$ cat src/rtl/uart_load_ctrl.sv
// Host packet parser sitting behind uart_rx: turns framed load packets into byte writes
// on a req/ack memory port and drives the console hold line.
module uart_load_ctrl #(
  parameter int FIFO_DEPTH   = 4,
  parameter int TIMEOUT_CLKS = 1_000_000
) (
  input  logic        i_clk,
  input  logic        i_resetn,
  input  logic [7:0]  i_rx_data,
  input  logic        i_rx_valid,
  input  logic        i_rx_error,
  output logic        o_wr_req,
  output logic [23:0] o_wr_addr,
  output logic [7:0]  o_wr_data,
  input  logic        i_wr_ack,
  output logic        o_core_hold,
  output logic        o_pkt_ok,
  output logic        o_pkt_err,
  output logic [2:0]  o_err_code,
  output logic        o_busy
);

  localparam int AW = $clog2(FIFO_DEPTH);
  localparam int TW = $clog2(TIMEOUT_CLKS + 1);
  localparam logic [TW-1:0] TLAST = TW'(TIMEOUT_CLKS - 1);

  localparam logic [7:0] SYNC        = 8'hAA;
  localparam logic [7:0] CMD_WRITE   = 8'h01;
  localparam logic [7:0] CMD_HOLD    = 8'h02;
  localparam logic [7:0] CMD_RELEASE = 8'h03;

  localparam logic [2:0] ERR_NONE    = 3'd0;
  localparam logic [2:0] ERR_CSUM    = 3'd1;
  localparam logic [2:0] ERR_CMD     = 3'd2;
  localparam logic [2:0] ERR_TIMEOUT = 3'd3;
  localparam logic [2:0] ERR_OVF     = 3'd4;
  localparam logic [2:0] ERR_FRAME   = 3'd5;

  typedef enum logic [3:0] {
    S_IDLE, S_CMD, S_A0, S_A1, S_A2, S_L0, S_L1, S_DATA, S_WAIT, S_CSUM
  } state_t;

  state_t r_state;
  state_t w_next;

  logic [7:0]  r_mem [FIFO_DEPTH];
  logic [AW:0] r_wptr;
  logic [AW:0] r_rptr;

  logic [7:0]    r_cmd;
  logic [23:0]   r_addr;
  logic [15:0]   r_len;
  logic [7:0]    r_csum;
  logic          r_wr_req;
  logic [23:0]   r_wr_addr;
  logic [7:0]    r_wr_data;
  logic          r_core_hold;
  logic          r_pkt_ok;
  logic          r_pkt_err;
  logic [2:0]    r_err_code;
  logic [2:0]    r_pend_err;
  logic [TW-1:0] r_tcnt;

  logic        w_empty;
  logic        w_full;
  logic [7:0]  w_head;
  logic        w_pop;
  logic        w_push;
  logic        w_overflow;
  logic        w_ack;
  logic [15:0] w_len_full;
  logic        w_start;
  logic        w_bad_cmd;
  logic        w_issue;
  logic        w_csum_good;
  logic        w_csum_bad;
  logic        w_counting;
  logic        w_timeout;
  logic        w_frame;
  logic [2:0]  w_err_now;
  logic [2:0]  w_abort_err;
  logic        w_abort;

  assign w_empty    = (r_wptr == r_rptr);
  assign w_full     = (r_wptr[AW] != r_rptr[AW]) && (r_wptr[AW-1:0] == r_rptr[AW-1:0]);
  assign w_head     = r_mem[r_rptr[AW-1:0]];
  assign w_push     = i_rx_valid && (!w_full || w_pop);
  assign w_overflow = i_rx_valid && w_full && !w_pop;
  assign w_ack      = r_wr_req && i_wr_ack;
  assign w_len_full = {w_head, r_len[7:0]};

  // Idle-line watchdog only runs while we are actually starved for bytes mid-packet.
  assign w_counting = !i_rx_valid && (r_state != S_IDLE) && (r_state != S_WAIT) && w_empty;
  assign w_timeout  = w_counting && (r_tcnt == TLAST);
  assign w_frame    = i_rx_error && (r_state != S_IDLE);

  always_comb begin
    w_err_now = ERR_NONE;
    if (w_bad_cmd)       w_err_now = ERR_CMD;
    else if (w_timeout)  w_err_now = ERR_TIMEOUT;
    else if (w_overflow) w_err_now = ERR_OVF;
    else if (w_frame)    w_err_now = ERR_FRAME;
  end

  // A stalled write must finish its handshake, so errors seen in WAIT are parked until the ack.
  assign w_abort_err = (r_pend_err != ERR_NONE) ? r_pend_err : w_err_now;
  assign w_abort     = (w_abort_err != ERR_NONE) && ((r_state != S_WAIT) || w_ack);

  always_ff @(posedge i_clk) begin
    if (!i_resetn) begin
      r_state <= S_IDLE;
    end else begin
      r_state <= w_abort ? S_IDLE : w_next;
    end
  end

  always_comb begin
    w_next      = r_state;
    w_pop       = 1'b0;
    w_start     = 1'b0;
    w_bad_cmd   = 1'b0;
    w_issue     = 1'b0;
    w_csum_good = 1'b0;
    w_csum_bad  = 1'b0;
    case (r_state)
      S_IDLE: begin
        if (!w_empty) begin
          w_pop = 1'b1;
          if (w_head == SYNC) begin
            w_start = 1'b1;
            w_next  = S_CMD;
          end
        end
      end
      S_CMD: begin
        if (!w_empty) begin
          w_pop = 1'b1;
          if (w_head inside {CMD_WRITE, CMD_HOLD, CMD_RELEASE}) w_next = S_A0;
          else                                                  w_bad_cmd = 1'b1;
        end
      end
      S_A0: if (!w_empty) begin w_pop = 1'b1; w_next = S_A1; end
      S_A1: if (!w_empty) begin w_pop = 1'b1; w_next = S_A2; end
      S_A2: if (!w_empty) begin w_pop = 1'b1; w_next = S_L0; end
      S_L0: if (!w_empty) begin w_pop = 1'b1; w_next = S_L1; end
      S_L1: begin
        if (!w_empty) begin
          w_pop = 1'b1;
          if ((r_cmd != CMD_WRITE) && (w_len_full != 16'd0)) w_bad_cmd = 1'b1;
          else if (w_len_full == 16'd0)                      w_next = S_CSUM;
          else                                               w_next = S_DATA;
        end
      end
      S_DATA: begin
        if (!w_empty) begin
          w_pop   = 1'b1;
          w_issue = 1'b1;
          w_next  = S_WAIT;
        end
      end
      S_WAIT: begin
        if (w_ack) w_next = (r_len == 16'd1) ? S_CSUM : S_DATA;
      end
      S_CSUM: begin
        if (!w_empty) begin
          w_pop  = 1'b1;
          w_next = S_IDLE;
          if (w_head == r_csum) w_csum_good = 1'b1;
          else                  w_csum_bad  = 1'b1;
        end
      end
      default: w_next = S_IDLE;
    endcase
  end

  always_ff @(posedge i_clk) begin
    if (w_push) r_mem[r_wptr[AW-1:0]] <= i_rx_data;
  end

  always_ff @(posedge i_clk) begin
    if (!i_resetn) begin
      r_wptr <= '0;
      r_rptr <= '0;
    end else if (w_abort) begin
      r_wptr <= '0;
      r_rptr <= '0;
    end else begin
      if (w_push) r_wptr <= r_wptr + 1'b1;
      if (w_pop)  r_rptr <= r_rptr + 1'b1;
    end
  end

  always_ff @(posedge i_clk) begin
    if (!i_resetn) begin
      r_tcnt <= '0;
    end else if (w_counting && !w_abort) begin
      r_tcnt <= r_tcnt + TW'(1);
    end else begin
      r_tcnt <= '0;
    end
  end

  always_ff @(posedge i_clk) begin
    if (!i_resetn) begin
      r_cmd       <= '0;
      r_addr      <= '0;
      r_len       <= '0;
      r_csum      <= '0;
      r_wr_req    <= 1'b0;
      r_wr_addr   <= '0;
      r_wr_data   <= '0;
      r_core_hold <= 1'b0;
      r_pkt_ok    <= 1'b0;
      r_pkt_err   <= 1'b0;
      r_err_code  <= ERR_NONE;
      r_pend_err  <= ERR_NONE;
    end else begin
      r_pkt_ok  <= 1'b0;
      r_pkt_err <= 1'b0;
      if (w_abort) begin
        r_pkt_err  <= 1'b1;
        r_err_code <= w_abort_err;
        r_pend_err <= ERR_NONE;
        r_wr_req   <= 1'b0;
      end else begin
        if (w_abort_err != ERR_NONE) r_pend_err <= w_abort_err;
        if (w_start) begin
          r_err_code <= ERR_NONE;
          r_csum     <= '0;
        end
        if (w_pop) begin
          case (r_state)
            S_CMD:  begin r_cmd <= w_head;          r_csum <= r_csum + w_head; end
            S_A0:   begin r_addr[7:0]   <= w_head;  r_csum <= r_csum + w_head; end
            S_A1:   begin r_addr[15:8]  <= w_head;  r_csum <= r_csum + w_head; end
            S_A2:   begin r_addr[23:16] <= w_head;  r_csum <= r_csum + w_head; end
            S_L0:   begin r_len[7:0]    <= w_head;  r_csum <= r_csum + w_head; end
            S_L1:   begin r_len[15:8]   <= w_head;  r_csum <= r_csum + w_head; end
            S_DATA: r_csum <= r_csum + w_head;
            default: ;
          endcase
        end
        if (w_issue) begin
          r_wr_req  <= 1'b1;
          r_wr_addr <= r_addr;
          r_wr_data <= w_head;
        end
        if (w_ack) begin
          r_wr_req <= 1'b0;
          r_addr   <= r_addr + 24'd1;
          r_len    <= r_len - 16'd1;
        end
        // Hold/release only take effect once the whole packet has verified.
        if (w_csum_good) begin
          r_pkt_ok <= 1'b1;
          if (r_cmd == CMD_HOLD)    r_core_hold <= 1'b1;
          if (r_cmd == CMD_RELEASE) r_core_hold <= 1'b0;
        end
        if (w_csum_bad) begin
          r_pkt_err  <= 1'b1;
          r_err_code <= ERR_CSUM;
        end
      end
    end
  end

  assign o_wr_req    = r_wr_req;
  assign o_wr_addr   = r_wr_addr;
  assign o_wr_data   = r_wr_data;
  assign o_core_hold = r_core_hold;
  assign o_pkt_ok    = r_pkt_ok;
  assign o_pkt_err   = r_pkt_err;
  assign o_err_code  = r_err_code;
  assign o_busy      = (r_state != S_IDLE) || !w_empty;

endmodule

$ cat config.mk
export PLATFORM = sky130hd
export DESIGN_NAME = uart_load_ctrl
export DESIGN_NICKNAME = d
export VERILOG_FILES = /design/src/rtl/uart_load_ctrl.sv
export SDC_FILE = /design/constraint.sdc
export NUM_CORES = 1
export LEC_CHECK = 0
export ABC_AREA = 1
export CAP_MARGIN = 20
export CORE_ASPECT_RATIO = 1.5
export CORE_MARGIN = 8
export CORE_UTILIZATION = 50
export DETAILED_ROUTE_END_ITERATION = 8
export DONT_BUFFER_PORTS = 1
export PLACE_DENSITY = 0.76
export SLEW_MARGIN = 25
export SYNTH_ARGS = -nofsm -noshare
export SYNTH_HDL_FRONTEND = slang
export SYNTH_SLANG_ARGS = --single-unit
export TNS_END_PERCENT = 50
$ cat constraint.sdc
create_clock -name i_clk -period 6.6 [get_ports i_clk]
set_clock_uncertainty 0.2 [all_clocks]
set_input_delay 1.65 -clock i_clk [delete_from_list [all_inputs] [get_ports i_clk]]
set_output_delay 1.65 -clock i_clk [all_outputs]
set_load 0.05 [all_outputs]
Yosys cells after proc, flatten, opt, wreduce, memory -nomap -nowiden
Memories as Yosys holds them, arrays and structs flattened. A register that Yosys moved wholly into a read port is not among the register bits.
Cells that the tools add are included.
{ "classes": {"reduce_logical": 50, "addsub": 6, "muxes": 62, "bitwise": 2, "n_eq_ne": 36} }
{ "op_table": {"columns": ["cell", "n"], "rows": [
  ["8-bit 2-to-1 mux", 8],
  ["4-bit 2-to-1 mux", 15],
  ["24-bit 2-to-1 mux", 2],
  ["4-bit one-hot mux with 10 select lines", 1],
  ["8-bit by 2-bit == test with 1-bit output (second input constant)", 4],
  ["16-bit 2-to-1 mux", 2],
  ["2-bit inequality test (second input constant)", 13],
  ["24-bit by 1-bit adder with 24-bit output (second input constant)", 1],
  ["3-bit 2-to-1 mux", 8],
  ["1-bit 2-to-1 mux", 23],
  ["3-bit AND reduction", 7],
  ["20-bit by 1-bit adder with 20-bit output (second input constant)", 1],
  ["20-bit == test (second input constant)", 1],
  ["16-bit by 1-bit == test with 1-bit output (second input constant)", 1],
  ["4-bit by 3-bit == test with 1-bit output (second input constant)", 4],
  ["16-bit logical NOT", 1],
  ["16-bit nonzero test", 1],
  ["16-bit by 1-bit subtractor with 16-bit output (second input constant)", 1],
  ["2-bit nonzero test", 7],
  ["1-bit logical AND", 13],
  ["13-bit AND reduction", 1],
  ["3-bit nonzero test", 4],
  ["9-bit OR reduction", 1],
  ["8-bit adder", 1],
  ["other kinds (23)", 35]
]} }
{ "word_totals": {"regBits": 128, "input_bits": 13, "mem_count": 1, "ram_bits": 32} }
{ "mem_list": {"columns": ["name", "words", "word_bits", "rd", "rd_clocked_by_memory_dff", "write_ports", "line", "rtl"], "rows": [
  ["r_mem", 4, 8, 1, 1, 1, "46", "logic [7:0] r_mem [FIFO_DEPTH];"]
]} }

Logic depth before layout (Yosys ltp)
Gate-level depths: netlist (run 1).
{ "logic_depth": {"ltp_word": 14, "ltp_mapped": 22, "ltp_nobuf": 20} }

Worst setup path before layout (run 1)
No wires, ideal clock.
{ "synth_path": {"path_type": "input-to-reg", "from": "input port i_rx_valid", "to": "register r_csum[6]", "setup_ns": 0.116, "required_time_ns": 6.284, "arrival_ns": 2.878, "setup_slack_ns": 3.407, "n_path_buf": 2, "cell_stages": 12, "path_cell_list": "nor3_1 nand2_1 nand3_1 nand2_1 nand2_1 nor2_2 nand2_2 nand2_4 buf_12 buf_4 o21ai_0 nor2_1"} }
{ "synth_via": {"elab_chain_len": 10, "word_cells_on_any_way": 13} }
{ "synth_lines": {"columns": ["element", "line", "rtl"], "rows": [
  ["start, declared", "10", "input logic i_rx_valid,"],
  ["1-bit logical NOT", "93", "assign w_counting = !i_rx_valid && (r_state != S_IDLE) && (r_state != S_WAIT) && w_empty;"],
  ["1-bit logical AND (3 in a row)", "93", null],
  ["1-bit logical AND", "94", "assign w_timeout = w_counting && (r_tcnt == TLAST);"],
  ["3-bit 2-to-1 mux (*)", "100", "else if (w_timeout) w_err_now = ERR_TIMEOUT;"],
  ["3-bit 2-to-1 mux (*)", "99", "if (w_bad_cmd) w_err_now = ERR_CMD;"],
  ["3-bit 2-to-1 mux (*)", "106", "assign w_abort_err = (r_pend_err != ERR_NONE) ? r_pend_err : w_err_now;"],
  ["3-bit nonzero test (*)", "107", "assign w_abort = (w_abort_err != ERR_NONE) && ((r_state != S_WAIT) || w_ack);"],
  ["1-bit logical AND (*)", "107", null],
  ["end signal, assigned", "233", "S_CMD: begin r_cmd <= w_head; r_csum <= r_csum + w_head; end"],
  ["end signal, assigned", "234", "S_A0: begin r_addr[7:0] <= w_head; r_csum <= r_csum + w_head; end"],
  ["end signal, assigned", "235", "S_A1: begin r_addr[15:8] <= w_head; r_csum <= r_csum + w_head; end"],
  ["end, declared", "53", "logic [7:0] r_csum;"]
]} }
Mark *: on every way between the ends. The rest lies on a longest branch, timed or not.
A chain may end at the register's enable or synchronous reset.

==> impl_summary.log, run 1 <==
INFO  metric synth_compound_gate_area_share = 10.58%
INFO  metric share_of_layout_cells_above_drive_strength_1 = 7.361%
INFO  metric leakage = 3.507 nW
INFO  metric synth_top_family_by_area = simple AND/OR/NAND/NOR gates
INFO  metric io_buffers = 0
INFO  metric viasPerCell = 5.394
INFO  metric drc_errors = 0
INFO  metric routed_met2_length = 9.804 mm
INFO  metric fp.dieW = 121.4 µm
INFO  metric hold_ws = 0.2379 ns
INFO  metric synth.yosys.seq_area_share = 42.78%
INFO  metric critical_path_class = reg2reg
INFO  metric num-nets-final = 1132
INFO  metric grt_max_degree = 65
INFO  metric number_of_antenna_violations_at_the_first_check_in_global_routing = 0
INFO  metric final_hold_viol_count = 0
INFO  metric synth_area = 0.008329 mm²
INFO  metric remaining_number_of_nets_flagged_by_the_antenna_check_after_routing = 0
INFO  metric avgSynthCellArea = 7.410 µm²
INFO  metric design.die.area = 0.02113 mm²
INFO  metric worst-r2r-cell-count = 18
INFO  metric cells_after_synthesis = 1124
INFO  metric htreeDepth = 4
INFO  metric totalNegativeSetupSlack = 0 ns
INFO  metric number_of_buffers_added_for_setup_after_cts = 0
INFO  metric drt_wl_total = 18.78 mm
INFO  metric filler_cell_count = 1579
INFO  metric critical_path_arrival = 4.33 ns
INFO  metric setup.reg_to_reg.worst_slack = 2.36 ns
INFO  metric cts_buffers = 17
INFO  metric placement_rows = 58
INFO  metric worst_pin_slew = 0.9137 ns
INFO  metric floorplan.initialDensity = 50.34%
INFO  metric globalRouteOverflowTotal = 0
INFO  metric setup_repair_after_global_routing_missed_its_margin = false
INFO  metric dpl.cell_count = 1292
INFO  metric cts_tree = built
INFO  metric worstPathMaxFanout = 64
INFO  metric synth_edf_count = 32
INFO  metric clk_root_buffer_cell = sky130_fd_sc_hd__clkbuf_16
INFO  metric layoutNonFillerInstCount = 1324
INFO  metric fmaxAchievable = 0.2358 GHz
INFO  metric post-dp-hpwl = 13.18 mm
INFO  metric min_period = 4.241 ns
INFO  metric worst_setup_path_endpoint = o_wr_data[3]$_SDFFE_PN0P_
INFO  metric synth_seq_cells = 162
INFO  metric cts_hold_buffers = 0
INFO  metric ys_async_sr_fraction = 0%
INFO  metric synth_fa_ha_area_share = 2.794%
INFO  metric utilization_of_the_core_after_routing = 53.96%
INFO  metric areaGrowthSynthToFinish = 7.195%
INFO  metric clock_tree.buffer_depth = 2
INFO  metric worstSetupEndpointType = register
INFO  metric route.top_layer_used = met4
INFO  metric routed_wire_length_per_instance = 14.18 µm
INFO  metric routabilityCongestion = 0.9010
INFO  metric route.met3.wl = 910 µm
INFO  metric power.ir.vdd_worst = 0.3041 mV
INFO  metric final-max-slew-violation-count = 0
INFO  metric chipHeight = 174.1 µm
INFO  metric wl_met1 = 7.445 mm
INFO  metric synth.net_count = 1155
INFO  metric synth.area.mux_share = 0%
INFO  metric firstDrtPassIters = 5
INFO  metric n_antenna_cell = 0
INFO  metric floorplan.core_area = 0.01655 mm²
INFO  metric number_of_global_route_vias_before_repair = 6752
INFO  metric rr_endpoint = o_wr_data[3]$_SDFFE_PN0P_
INFO  metric clock-sinks = 162
INFO  metric global_route_wire_length_before_repair = 31.30 mm
INFO  metric min-delay-path-class = reg2reg
INFO  metric synth.lib_cells_used.distinct = 42
INFO  metric post_cts.resized_instances = 0
INFO  metric synth_xor_area_share = 5.047%
INFO  metric synth_simple_gate_area_share = 30.10%
INFO  metric slew-limit-headroom = 38.86%
INFO  metric power.density = 345.7 mW/mm²
INFO  metric setup.worst_path.start_class = register
INFO  metric status = completed
INFO  metric finalCritPeriodShare = 64.26%
INFO  metric insertion_delay = 0.43 ns
INFO  metric clk_pin_slew = 0.07 ns
INFO  metric synthFlopType = sky130_fd_sc_hd__dfxtp_1
INFO  metric top_level_ports = 53
INFO  metric synthesis.yosys.warnings = 0
INFO  metric max_cap_viol_count = 0
INFO  metric setup_viol = 0
INFO  metric routed-via-count = 7141
INFO  metric worstPathRequired = 6.68 ns
INFO  metric drt_first_iter_violations = 525
INFO  metric groute.usage.overall = 18.19%
## cell usage after synthesis, types with 10 or more instances
cell type	number	area, µm²
sky130_fd_sc_hd__ha_1	17	212.7
sky130_fd_sc_hd__o21ai_0	37	185.2
sky130_fd_sc_hd__clkbuf_1	21	78.83
sky130_fd_sc_hd__buf_6	12	135.1
sky130_fd_sc_hd__a21oi_2	10	87.58
sky130_fd_sc_hd__nand2_1	228	855.8
sky130_fd_sc_hd__edfxtp_1	32	960.9
sky130_fd_sc_hd__xor2_1	31	271.5
sky130_fd_sc_hd__nor3_1	19	95.09
sky130_fd_sc_hd__xnor2_1	17	148.9
sky130_fd_sc_hd__nand2_2	18	112.6
sky130_fd_sc_hd__nor2_1	147	551.8
sky130_fd_sc_hd__dfxtp_1	130	2603
sky130_fd_sc_hd__a21oi_1	104	520.5
sky130_fd_sc_hd__nand4_1	15	93.84
sky130_fd_sc_hd__nand3_1	132	660.6
sky130_fd_sc_hd__inv_1	101	379.1
## where the power goes
| group | internal (mW) | switching (mW) |
|---|---|---|
| combinational | 0.233 | 0.712 |
| clock | 0.570 | 0.424 |
| sequential | 1.07 | 0.0725 |
| total | 1.88 | 1.21 |
## metal layers
layer / track usage, % / up-vias
met5: 0 / -
li1: - / 3635
met4: 10.38 / 0
met3: 3.573 / 44
met1: 19.64 / 3291
met2: 32.02 / 171
## final cells by class
cell class	count	area (µm²)	area share, %
clock inverter	15	175.2	1.962
timing repair buffer	6	45.04	0.5045
inverter	107	404.1	4.526
clock buffer	17	425.4	4.765
multi-input combinational	807	4053	45.39
sequential	162	3563	39.91
tap	210	262.8	2.943
## registers in the layout (all words and copies together), names as in the netlist, 4 cells and up, named ones only
name       flops
o_wr_addr     24
o_wr_data      8
r_addr        24
r_cmd          8
r_csum         8
r_len         16
r_mem         32
r_state        4
r_tcnt        20
## worst min-delay path by stage
stage / slack (ns) / cells after the start / endpoint / start
6_report: 0.24 / 1 / r_tcnt[0]$_SDFF_PN0_ / r_tcnt[0]$_SDFF_PN0_
5_1_grt: 0.27 / 1 / r_tcnt[0]$_SDFF_PN0_ / r_tcnt[0]$_SDFF_PN0_
4_1_cts: 0.24 / 1 / r_tcnt[0]$_SDFF_PN0_ / r_tcnt[0]$_SDFF_PN0_
3_5_place_dp: 0.23 / 1 / r_tcnt[0]$_SDFF_PN0_ / r_tcnt[0]$_SDFF_PN0_
3_3_place_gp: 0.22 / 1 / r_tcnt[0]$_SDFF_PN0_ / r_tcnt[0]$_SDFF_PN0_
2_1_floorplan: 0.21 / 1 / r_tcnt[0]$_SDFF_PN0_ / r_tcnt[0]$_SDFF_PN0_
## critical path, stage by stage (launching register included)
cell,delay [ns]
sky130_fd_sc_hd__dfxtp_1,0.75
sky130_fd_sc_hd__inv_4,0.19
sky130_fd_sc_hd__nand2_1,0.11
sky130_fd_sc_hd__nand3_1,0.07
sky130_fd_sc_hd__nand2_1,0.23
sky130_fd_sc_hd__nand2_1,0.10
sky130_fd_sc_hd__nor2_2,0.12
sky130_fd_sc_hd__nand3b_1,0.14
sky130_fd_sc_hd__nand3_1,0.12
sky130_fd_sc_hd__nand3_1,0.12
sky130_fd_sc_hd__nand2_1,0.10
sky130_fd_sc_hd__nand2_1,0.09
sky130_fd_sc_hd__nor2_2,0.10
sky130_fd_sc_hd__nand2_2,0.07
sky130_fd_sc_hd__nand2_4,0.47
sky130_fd_sc_hd__buf_4,0.59
sky130_fd_sc_hd__nand2_8,0.27
sky130_fd_sc_hd__nand2_1,0.13
sky130_fd_sc_hd__a21oi_1,0.08
## per-stage QoR
| stage | instance area (µm²) | setup slack, ns | power [mW] |
|---|---|---|---|
| 3_3_place_gp | 8317 | 2.365 | 2.088 |
| 2_1_floorplan | 8329 | 3.407 | 2.000 |
| 6_report | 8929 | 2.359 | 3.087 |
| 4_1_cts | 8921 | 2.389 | 3.103 |
| 5_1_grt | 8929 | 1.893 | 3.270 |
| 3_5_place_dp | 8320 | 2.323 | 2.101 |
## kinds of logic (layout without fill, tap and decap cells)
group                      Yosys count  after routing
xor gates and xnor gates            48             48
AOI/OAI and AO/OA                  164            164
and+or+nand+nor                    577            577
DFF                                162            162
buffers and inverters              155            145
adders and majority gates           18             18
## cell usage in the layout, fill, tap and decap left out, types with 18 or more instances in the layout
master	instances
sky130_fd_sc_hd__nand2_1	228
sky130_fd_sc_hd__nor2_1	147
sky130_fd_sc_hd__nand3_1	132
sky130_fd_sc_hd__dfxtp_1	130
sky130_fd_sc_hd__a21oi_1	104
sky130_fd_sc_hd__inv_1	101
sky130_fd_sc_hd__o21ai_0	37
sky130_fd_sc_hd__edfxtp_1	32
sky130_fd_sc_hd__xor2_1	31
sky130_fd_sc_hd__nor3_1	19
sky130_fd_sc_hd__nand2_2	18
Power figures use the tool's default switching activity.
==> run 2: changes to the inputs <==
clock period = 4.21 ns   (was 6.6 ns; I/O delays follow)
==> run 2 against run 1 <==
Effect of this change:
- final area decreased by 0.21%
- cell count increased by 0.15%
- largest cell class unchanged
- non-clock buffer count increased by 2
- combinational power increased by 59%
- largest power group unchanged
- total power increased by 55%
- sequential power increased by 57%
- setup slack got worse by 1.6 ns
==> impl_summary.log, run 2 (same netlist as run 1, synthesis figures left out) <==
INFO  metric cts_hold_buffers = 0 (unchanged)
INFO  metric power.density = 535.9 mW/mm² (+55%)
INFO  metric drt_first_iter_violations = 499 (-5.0%)
INFO  metric placement_rows = 58 (unchanged)
INFO  metric swShare = 39.53% (+0.37 points)
INFO  metric cts_tree = built
INFO  metric post-route-worst-setup-slack = 0.7189 ns (-1.640 ns)
INFO  metric min_period = 3.491 ns (-0.7501 ns)
INFO  metric number_of_antenna_violations_at_the_first_check_in_global_routing = 0 (unchanged)
INFO  metric final_hold_viol_count = 0 (unchanged)
INFO  metric utilization_of_the_core_after_routing = 53.85% (-0.11 points)
INFO  metric cts_buffers = 17 (unchanged)
INFO  metric setup.worst_path.start_class = register
INFO  metric setup_repair_after_global_routing_missed_its_margin = false
INFO  metric critical_path.slowest_cell = sky130_fd_sc_hd__dfxtp_1
INFO  metric critPathMostFrequentCell = sky130_fd_sc_hd__nand2_1
INFO  metric n_antenna_cell = 0 (unchanged)
INFO  metric post-dp-hpwl = 13.35 mm (+1.3%)
INFO  metric routed-via-count = 7140 (-0.014%)
INFO  metric combPwrFrac = 31.5% (+0.9 points)
INFO  metric fmaxAchievable = 0.2864 GHz (+21%)
INFO  metric placement.setup.worst_slack = 0.7264 ns (-1.597 ns)
INFO  metric post_cts.resized_instances = 0 (unchanged)
INFO  metric top_level_ports = 53 (unchanged)
INFO  metric power_frac_clock = 30.9% (-1.3 points)
INFO  metric clk_root_buffer_cell = sky130_fd_sc_hd__clkbuf_16
INFO  metric leakage = 3.500 nW (-0.19%)
INFO  metric slew-limit-headroom = 33.90% (-5.0 points)
INFO  metric firstDrtPassIters = 5 (unchanged)
INFO  metric routabilityCongestion = 0.9173 (+1.8%)
INFO  metric worst_pin_slew = 0.9849 ns (+0.07118 ns)
INFO  metric internal_power = 2.888 mW (+54%)
INFO  metric totalNegativeSetupSlack = 0 ns (unchanged)
INFO  metric critical_path.n_buffers_inverters = 3 (+1)
INFO  metric worstPathRequired = 4.30 ns (-2.38 ns)
INFO  metric grt_max_degree = 120 (+85%)
INFO  metric largest_register_ff_count = 32 (unchanged)
INFO  metric hold_ws = 0.2475 ns (+0.009642 ns)
INFO  metric critical_path_arrival = 3.58 ns (-0.75 ns)
INFO  metric path_cells = inv_4 -> nand2_1 -> nand3_1 -> nand2_1 -> nand2_1 -> nor2_2 -> nand3b_1 -> nand3_1 -> nand3_1 -> o21ai_2 -> inv_2 -> nand2_2 -> nand2_4 -> nand2_2 -> inv_1 -> nand2_1 -> nor2_1
INFO  metric final-max-slew-violation-count = 0 (unchanged)
INFO  metric max_cap_viol_count = 0 (unchanged)
INFO  metric viasPerCell = 5.385 (-0.16%)
INFO  metric finalCritPeriodShare = 82.92% (+19 points)
INFO  metric htreeDepth = 4 (unchanged)
INFO  metric chipHeight = 174.1 µm (unchanged)
INFO  metric most_common_library_cell_in_the_layout_ignoring_fill_and_taps = sky130_fd_sc_hd__nand2_1
INFO  metric drt_wl_total = 19.05 mm (+1.4%)
INFO  metric number_of_buffers_added_for_setup_after_cts = 0 (unchanged)
INFO  metric number_of_global_route_vias_before_repair = 6734 (-0.27%)
INFO  metric power.ir.vdd_worst = 0.5243 mV (+72%)
INFO  metric min-delay-path-class = reg2reg
INFO  metric areaGrowthSynthToFinish = 6.970%
INFO  metric io_buffers = 0 (unchanged)
INFO  metric design.die.area = 0.02113 mm² (unchanged)
INFO  metric num-nets-final = 1134 (+0.18%)
INFO  metric cpPeakStageDelay = 0.68 ns (-0.07 ns)
INFO  metric floorplan.core_area = 0.01655 mm² (unchanged)
INFO  metric drc_errors = 0 (unchanged)
INFO  metric status = completed
INFO  metric insertion_delay = 0.43 ns (about the same)
INFO  metric path_delay_family = simple AND/OR/NAND/NOR gates
INFO  metric groute.usage.overall = 18.61% (+0.42 points)
INFO  metric clock_tree.buffer_depth = 2 (unchanged)
INFO  metric mostFrequentLayoutCells = sky130_fd_sc_hd__nand2_1 (228), sky130_fd_sc_hd__nor2_1 (147), sky130_fd_sc_hd__nand3_1 (132)
INFO  metric switching_power_of_the_nets = 1.887 mW (+56%)
INFO  metric global_route_wire_length_before_repair = 31.90 mm (+1.9%)
INFO  metric worstSetupEndpointType = register
INFO  metric globalRouteOverflowTotal = 0 (unchanged)
INFO  metric remaining_number_of_nets_flagged_by_the_antenna_check_after_routing = 0 (unchanged)
INFO  metric worstPathMaxFanout = 20 (-69%)
INFO  metric fp.dieW = 121.4 µm (unchanged)
INFO  metric floorplan.initialDensity = 50.34% (unchanged)
INFO  metric share_of_layout_cells_above_drive_strength_1 = 7.258% (-0.10 points)
INFO  metric clock-sinks = 162 (unchanged)
INFO  metric critical_path_class = reg2reg
INFO  metric routed_wire_length_per_instance = 14.36 µm (+1.3%)
INFO  metric setup_viol = 0 (unchanged)
INFO  metric reg_power_share = 37.6% (+0.4 points)
INFO  metric clk_pin_slew = 0.07 ns (about the same)
run 2: power groups by stage:
stage | sequential (mW) | combinational [mW] | clock (mW)
6_report | 1.80 | 1.50 | 1.48
5_1_grt | 1.81 | 1.68 | 1.57
4_1_cts | 1.80 | 1.49 | 1.50
3_5_place_dp | 1.83 | 1.48 | 0
3_3_place_gp | 1.83 | 1.46 | 0
2_1_floorplan | 1.79 | 1.35 | 0
run 2: per-layer routing:
| metal | routed length [µm] | track usage [%] | up-vias | part of all wire, % |
|---|---|---|---|---|
| met5 | 0 | 0 | - | 0 |
| met4 | 706 | 10.38 | 0 | 3.7 |
| met3 | 1014 | 3.897 | 44 | 5.3 |
| met2 | 9844 | 32.34 | 188 | 52 |
| met1 | 7480 | 20.41 | 3271 | 39 |
| li1 | - | - | 3637 | - |
run 2: area by class of cell:
| type | count | area, µm² |
|---|---|---|
| tap | 210 | 262.8 |
| fill | 1592 | 7636 |
| multi-input combinational | 807 | 4045 |
| sequential | 162 | 3563 |
| clock buffer | 21 | 470.5 |
| clock inverter | 11 | 91.34 |
| inverter | 107 | 404.1 |
| timing repair buffer | 8 | 72.57 |
run 2: final timing paths:
| check | start | to | slack (ns) | cells past startpoint |
|---|---|---|---|---|
| setup / recovery | register | r_tcnt[4]$_SDFF_PN0_ | 0.72 | 17 |
| hold reg to reg | r_tcnt[0]$_SDFF_PN0_ | r_tcnt[0]$_SDFF_PN0_ | 0.25 | 1 |
| setup reg to reg | register | r_tcnt[4]$_SDFF_PN0_ | 0.72 | 17 |
| hold / removal | r_tcnt[0]$_SDFF_PN0_ | r_tcnt[0]$_SDFF_PN0_ | 0.25 | 1 |
run 2: stage by stage:
step | total power, mW | cell area (µm²) | std cells
2_1_floorplan | 3.136 | 8329 | 1124
3_3_place_gp | 3.290 | 8344 | 1294
3_5_place_dp | 3.316 | 8344 | 1294
4_1_cts | 4.792 | 8906 | 1326
5_1_grt | 5.059 | 8910 | 1326
6_report | 4.775 | 8910 | 1326
==> run 3: changes to the inputs <==
PLACE_DENSITY = 0.79   (was 0.76)
clock period = 3 ns   (was 4.21 ns; I/O delays follow)
==> run 3 against run 2 <==
Effect of this change:
- global-route usage increased by 0.26 points
- fmax grew 25%
- largest cell class unchanged
- register-to-register slack lost 0.51 ns
- combinational power increased by 67%
- largest power group unchanged
- critical endpoint is now r_csum[7]$_SDFFE_PN0N_
- clock power increased by 49%
- final area rose by 3.9%
==> impl_summary.log, run 3 (same netlist as run 1, synthesis figures left out) <==
INFO  metric post_cts.resized_instances = 0 (unchanged)
INFO  metric logic_depth_of_the_worst_path_buffers_included = 21 (+4)
INFO  metric cpPeakStageDelay = 0.37 ns (-0.31 ns)
INFO  metric areaGrowthSynthToFinish = 11.13%
INFO  metric number_of_global_route_vias_before_repair = 7041 (+4.6%)
INFO  metric num-nets-final = 1162 (+2.5%)
INFO  metric routabilityCongestion = 0.9888 (+7.8%)
INFO  metric power.density = 780.4 mW/mm² (+46%)
INFO  metric final-max-slew-violation-count = 0 (unchanged)
INFO  metric worst_pin_slew = 1.030 ns (+0.04541 ns)
INFO  metric max_cap_viol_count = 0 (unchanged)
INFO  metric critical_path_class = reg2reg
INFO  metric dpl.cell_count = 1321 (+2.1%)
INFO  metric drt_wl_total = 19.54 mm (+2.6%)
INFO  metric path_cells = buf_8 -> nand2_1 -> nand3_1 -> nand2_1 -> buf_4 -> inv_1 -> ha_1 -> nand3_1 -> nand2_1 -> nand2_1 -> nand2_1 -> a21oi_2 -> nor2_1 -> nor2_1 -> nor2_1 -> nor2_1 -> xnor2_1 -> o21ai_0 -> nand2_1 -> nand2_1 -> nor2_1
INFO  metric path_delay_family = simple AND/OR/NAND/NOR gates
INFO  metric power.ir.vdd_worst = 0.6985 mV (+33%)
INFO  metric post-dp-hpwl = 13.94 mm (+4.4%)
INFO  metric clock-sinks = 162 (unchanged)
INFO  metric insertion_delay = 0.43 ns (about the same)
INFO  metric rr_endpoint = r_csum[7]$_SDFFE_PN0N_
INFO  metric io_buffers = 0 (unchanged)
INFO  metric clock_tree.buffer_depth = 2 (unchanged)
INFO  metric n_antenna_cell = 0 (unchanged)
INFO  metric top_level_ports = 53 (unchanged)
INFO  metric global_route_wire_length_before_repair = 32.60 mm (+2.2%)
INFO  metric remaining_number_of_nets_flagged_by_the_antenna_check_after_routing = 0 (unchanged)
INFO  metric fmaxAchievable = 0.3579 GHz (+25%)
INFO  metric worst-r2r-cell-count = 21 (+4)
INFO  metric setup_viol = 0 (unchanged)
INFO  metric critPathMostFrequentCell = sky130_fd_sc_hd__nand2_1
INFO  metric design.die.area = 0.02113 mm² (unchanged)
INFO  metric floorplan.core_area = 0.01655 mm² (unchanged)
INFO  metric layoutNonFillerInstCount = 1354 (+2.1%)
INFO  metric min_period = 2.794 ns (-0.6968 ns)
INFO  metric critical_path_arrival = 2.92 ns (-0.66 ns)
INFO  metric placement.setup.worst_slack = 0.08209 ns (-0.6443 ns)
INFO  metric firstDrtPassIters = 5 (unchanged)
INFO  metric setup.worst_path.start_class = register
INFO  metric critical_path.slowest_cell = sky130_fd_sc_hd__dfxtp_2
INFO  metric worstSetupEndpointType = register
INFO  metric cts_buffers = 17 (unchanged)
INFO  metric largest_register_ff_count = 32 (unchanged)
INFO  metric drc_errors = 0 (unchanged)
INFO  metric cts_tree = built
INFO  metric drt_first_iter_violations = 519 (+4.0%)
INFO  metric hold_ws = 0.2167 ns (-0.03087 ns)
INFO  metric viasPerCell = 5.453 (+1.3%)
INFO  metric clk_pin_slew = 0.07 ns (about the same)
INFO  metric cts_hold_buffers = 0 (unchanged)
INFO  metric routed_wire_length_per_instance = 14.43 µm (+0.47%)
INFO  metric setup_repair_after_global_routing_missed_its_margin = true
INFO  metric groute.usage.overall = 18.87% (+0.26 points)
INFO  metric number_of_antenna_violations_at_the_first_check_in_global_routing = 0 (unchanged)
INFO  metric routed-via-count = 7384 (+3.4%)
INFO  metric placement_rows = 58 (unchanged)
INFO  metric floorplan.initialDensity = 50.34% (unchanged)
INFO  metric htreeDepth = 4 (unchanged)
INFO  metric worst_setup_path_endpoint = r_csum[7]$_SDFFE_PN0N_
INFO  metric power.total = 7.224 mW (+51%)
INFO  metric final_hold_viol_count = 0 (unchanged)
INFO  metric globalRouteOverflowTotal = 0 (unchanged)
INFO  metric post-route-worst-setup-slack = 0.2057 ns (-0.5132 ns)
INFO  metric min-delay-path-class = in2reg
INFO  metric critical_path.n_buffers_inverters = 3 (unchanged)
INFO  metric worstPathRequired = 3.12 ns (-1.18 ns)
INFO  metric finalCritPeriodShare = 93.14% (+10 points)
INFO  metric status = completed
INFO  metric mostFrequentLayoutCells = sky130_fd_sc_hd__nand2_1 (228), sky130_fd_sc_hd__nor2_1 (147), sky130_fd_sc_hd__nand3_1 (132)
INFO  metric clk_root_buffer_cell = sky130_fd_sc_hd__clkbuf_16
INFO  metric grt_max_degree = 49 (-59%)
INFO  metric leakage = 3.674 nW (+4.9%)
INFO  metric fp.dieW = 121.4 µm (unchanged)
INFO  metric share_of_layout_cells_above_drive_strength_1 = 10.23% (+3.0 points)
INFO  metric setup.reg_to_reg.worst_slack = 0.21 ns (-0.51 ns)
INFO  metric most_common_library_cell_in_the_layout_ignoring_fill_and_taps = sky130_fd_sc_hd__nand2_1
INFO  metric utilization_of_the_core_after_routing = 55.94% (+2.1 points)
INFO  metric chipHeight = 174.1 µm (unchanged)
INFO  metric worstPathMaxFanout = 16 (-20%)
INFO  metric number_of_buffers_added_for_setup_after_cts = 0 (unchanged)
INFO  metric slew-limit-headroom = 30.85% (-3.0 points)
-- run 3: cell count changes in the layout (fill, tap and decap cells not counted), sizes merged --
| cell | delta |
|---|---|
| clkinv | -1 |
| inv | +1 |
| nand2 | +1 |
| clkinvlp | +1 |
| buf | +27 |
| clkbuf | -1 |
-- run 3: worst reg2reg max path: cells and delay by family, from the launching register on --
kind | cells | cell delay, ns
flip-flops | 1 | 0.37
buffers and inverters | 3 | 0.45
AO/OA/AOI/OAI | 2 | 0.29
adder cells (fa/ha/maj) | 1 | 0.26
AND/OR/NAND/NOR | 14 | 1.07
XOR/XNOR | 1 | 0.08
-- run 3: cell type report --
cell class / instances / area [µm²]
clock inverter: 12 / 130.1
tap: 210 / 262.8
multi-input combinational: 808 / 4093
timing repair buffer: 35 / 311.5
fill: 1524 / 7289
sequential: 162 / 3566
clock buffer: 20 / 489.2
inverter: 107 / 404.1
-- run 3: power breakdown --
part / total, mW / internal (mW) / switching, mW
clock network: 2.21 / 1.23 / 0.977
logic: 2.51 / 0.831 / 1.68
registers: 2.51 / 2.37 / 0.144
total: 7.22 / 4.42 / 2.80
-- run 3: worst min-delay path by stage --
stage | cells after the start | startpoint | end
finish | 0 | i_rx_data[4] | r_mem[2][4]$_DFFE_PP_
global route | 0 | i_rx_data[0] | r_mem[3][0]$_DFFE_PP_
CTS | 0 | i_rx_data[3] | r_mem[3][3]$_DFFE_PP_
detailed placement | 2 | r_cmd[3]$_SDFFE_PN0P_ | r_cmd[3]$_SDFFE_PN0P_
global placement | 1 | r_tcnt[0]$_SDFF_PN0_ | r_tcnt[0]$_SDFF_PN0_
floorplan | 1 | r_tcnt[0]$_SDFF_PN0_ | r_tcnt[0]$_SDFF_PN0_
-- run 3: layer usage --
metal  GRT usage (%)  vias to the layer above  share of wire [%]
met3           3.670                       64                5.5
met4           9.809                        0                3.9
li1                -                     3697                  -
met5               0                        -                  0
met1           20.54                     3412                 39
met2           33.49                      211                 52
-- run 3: per-stage QoR --
stage,setup TNS (ns),cell area [µm²]
after floorplan,0,8329
after global placement,0,8572
after detailed placement,0,8572
after CTS,0,9191
after global routing,-0.1091,9256
final,0,9256
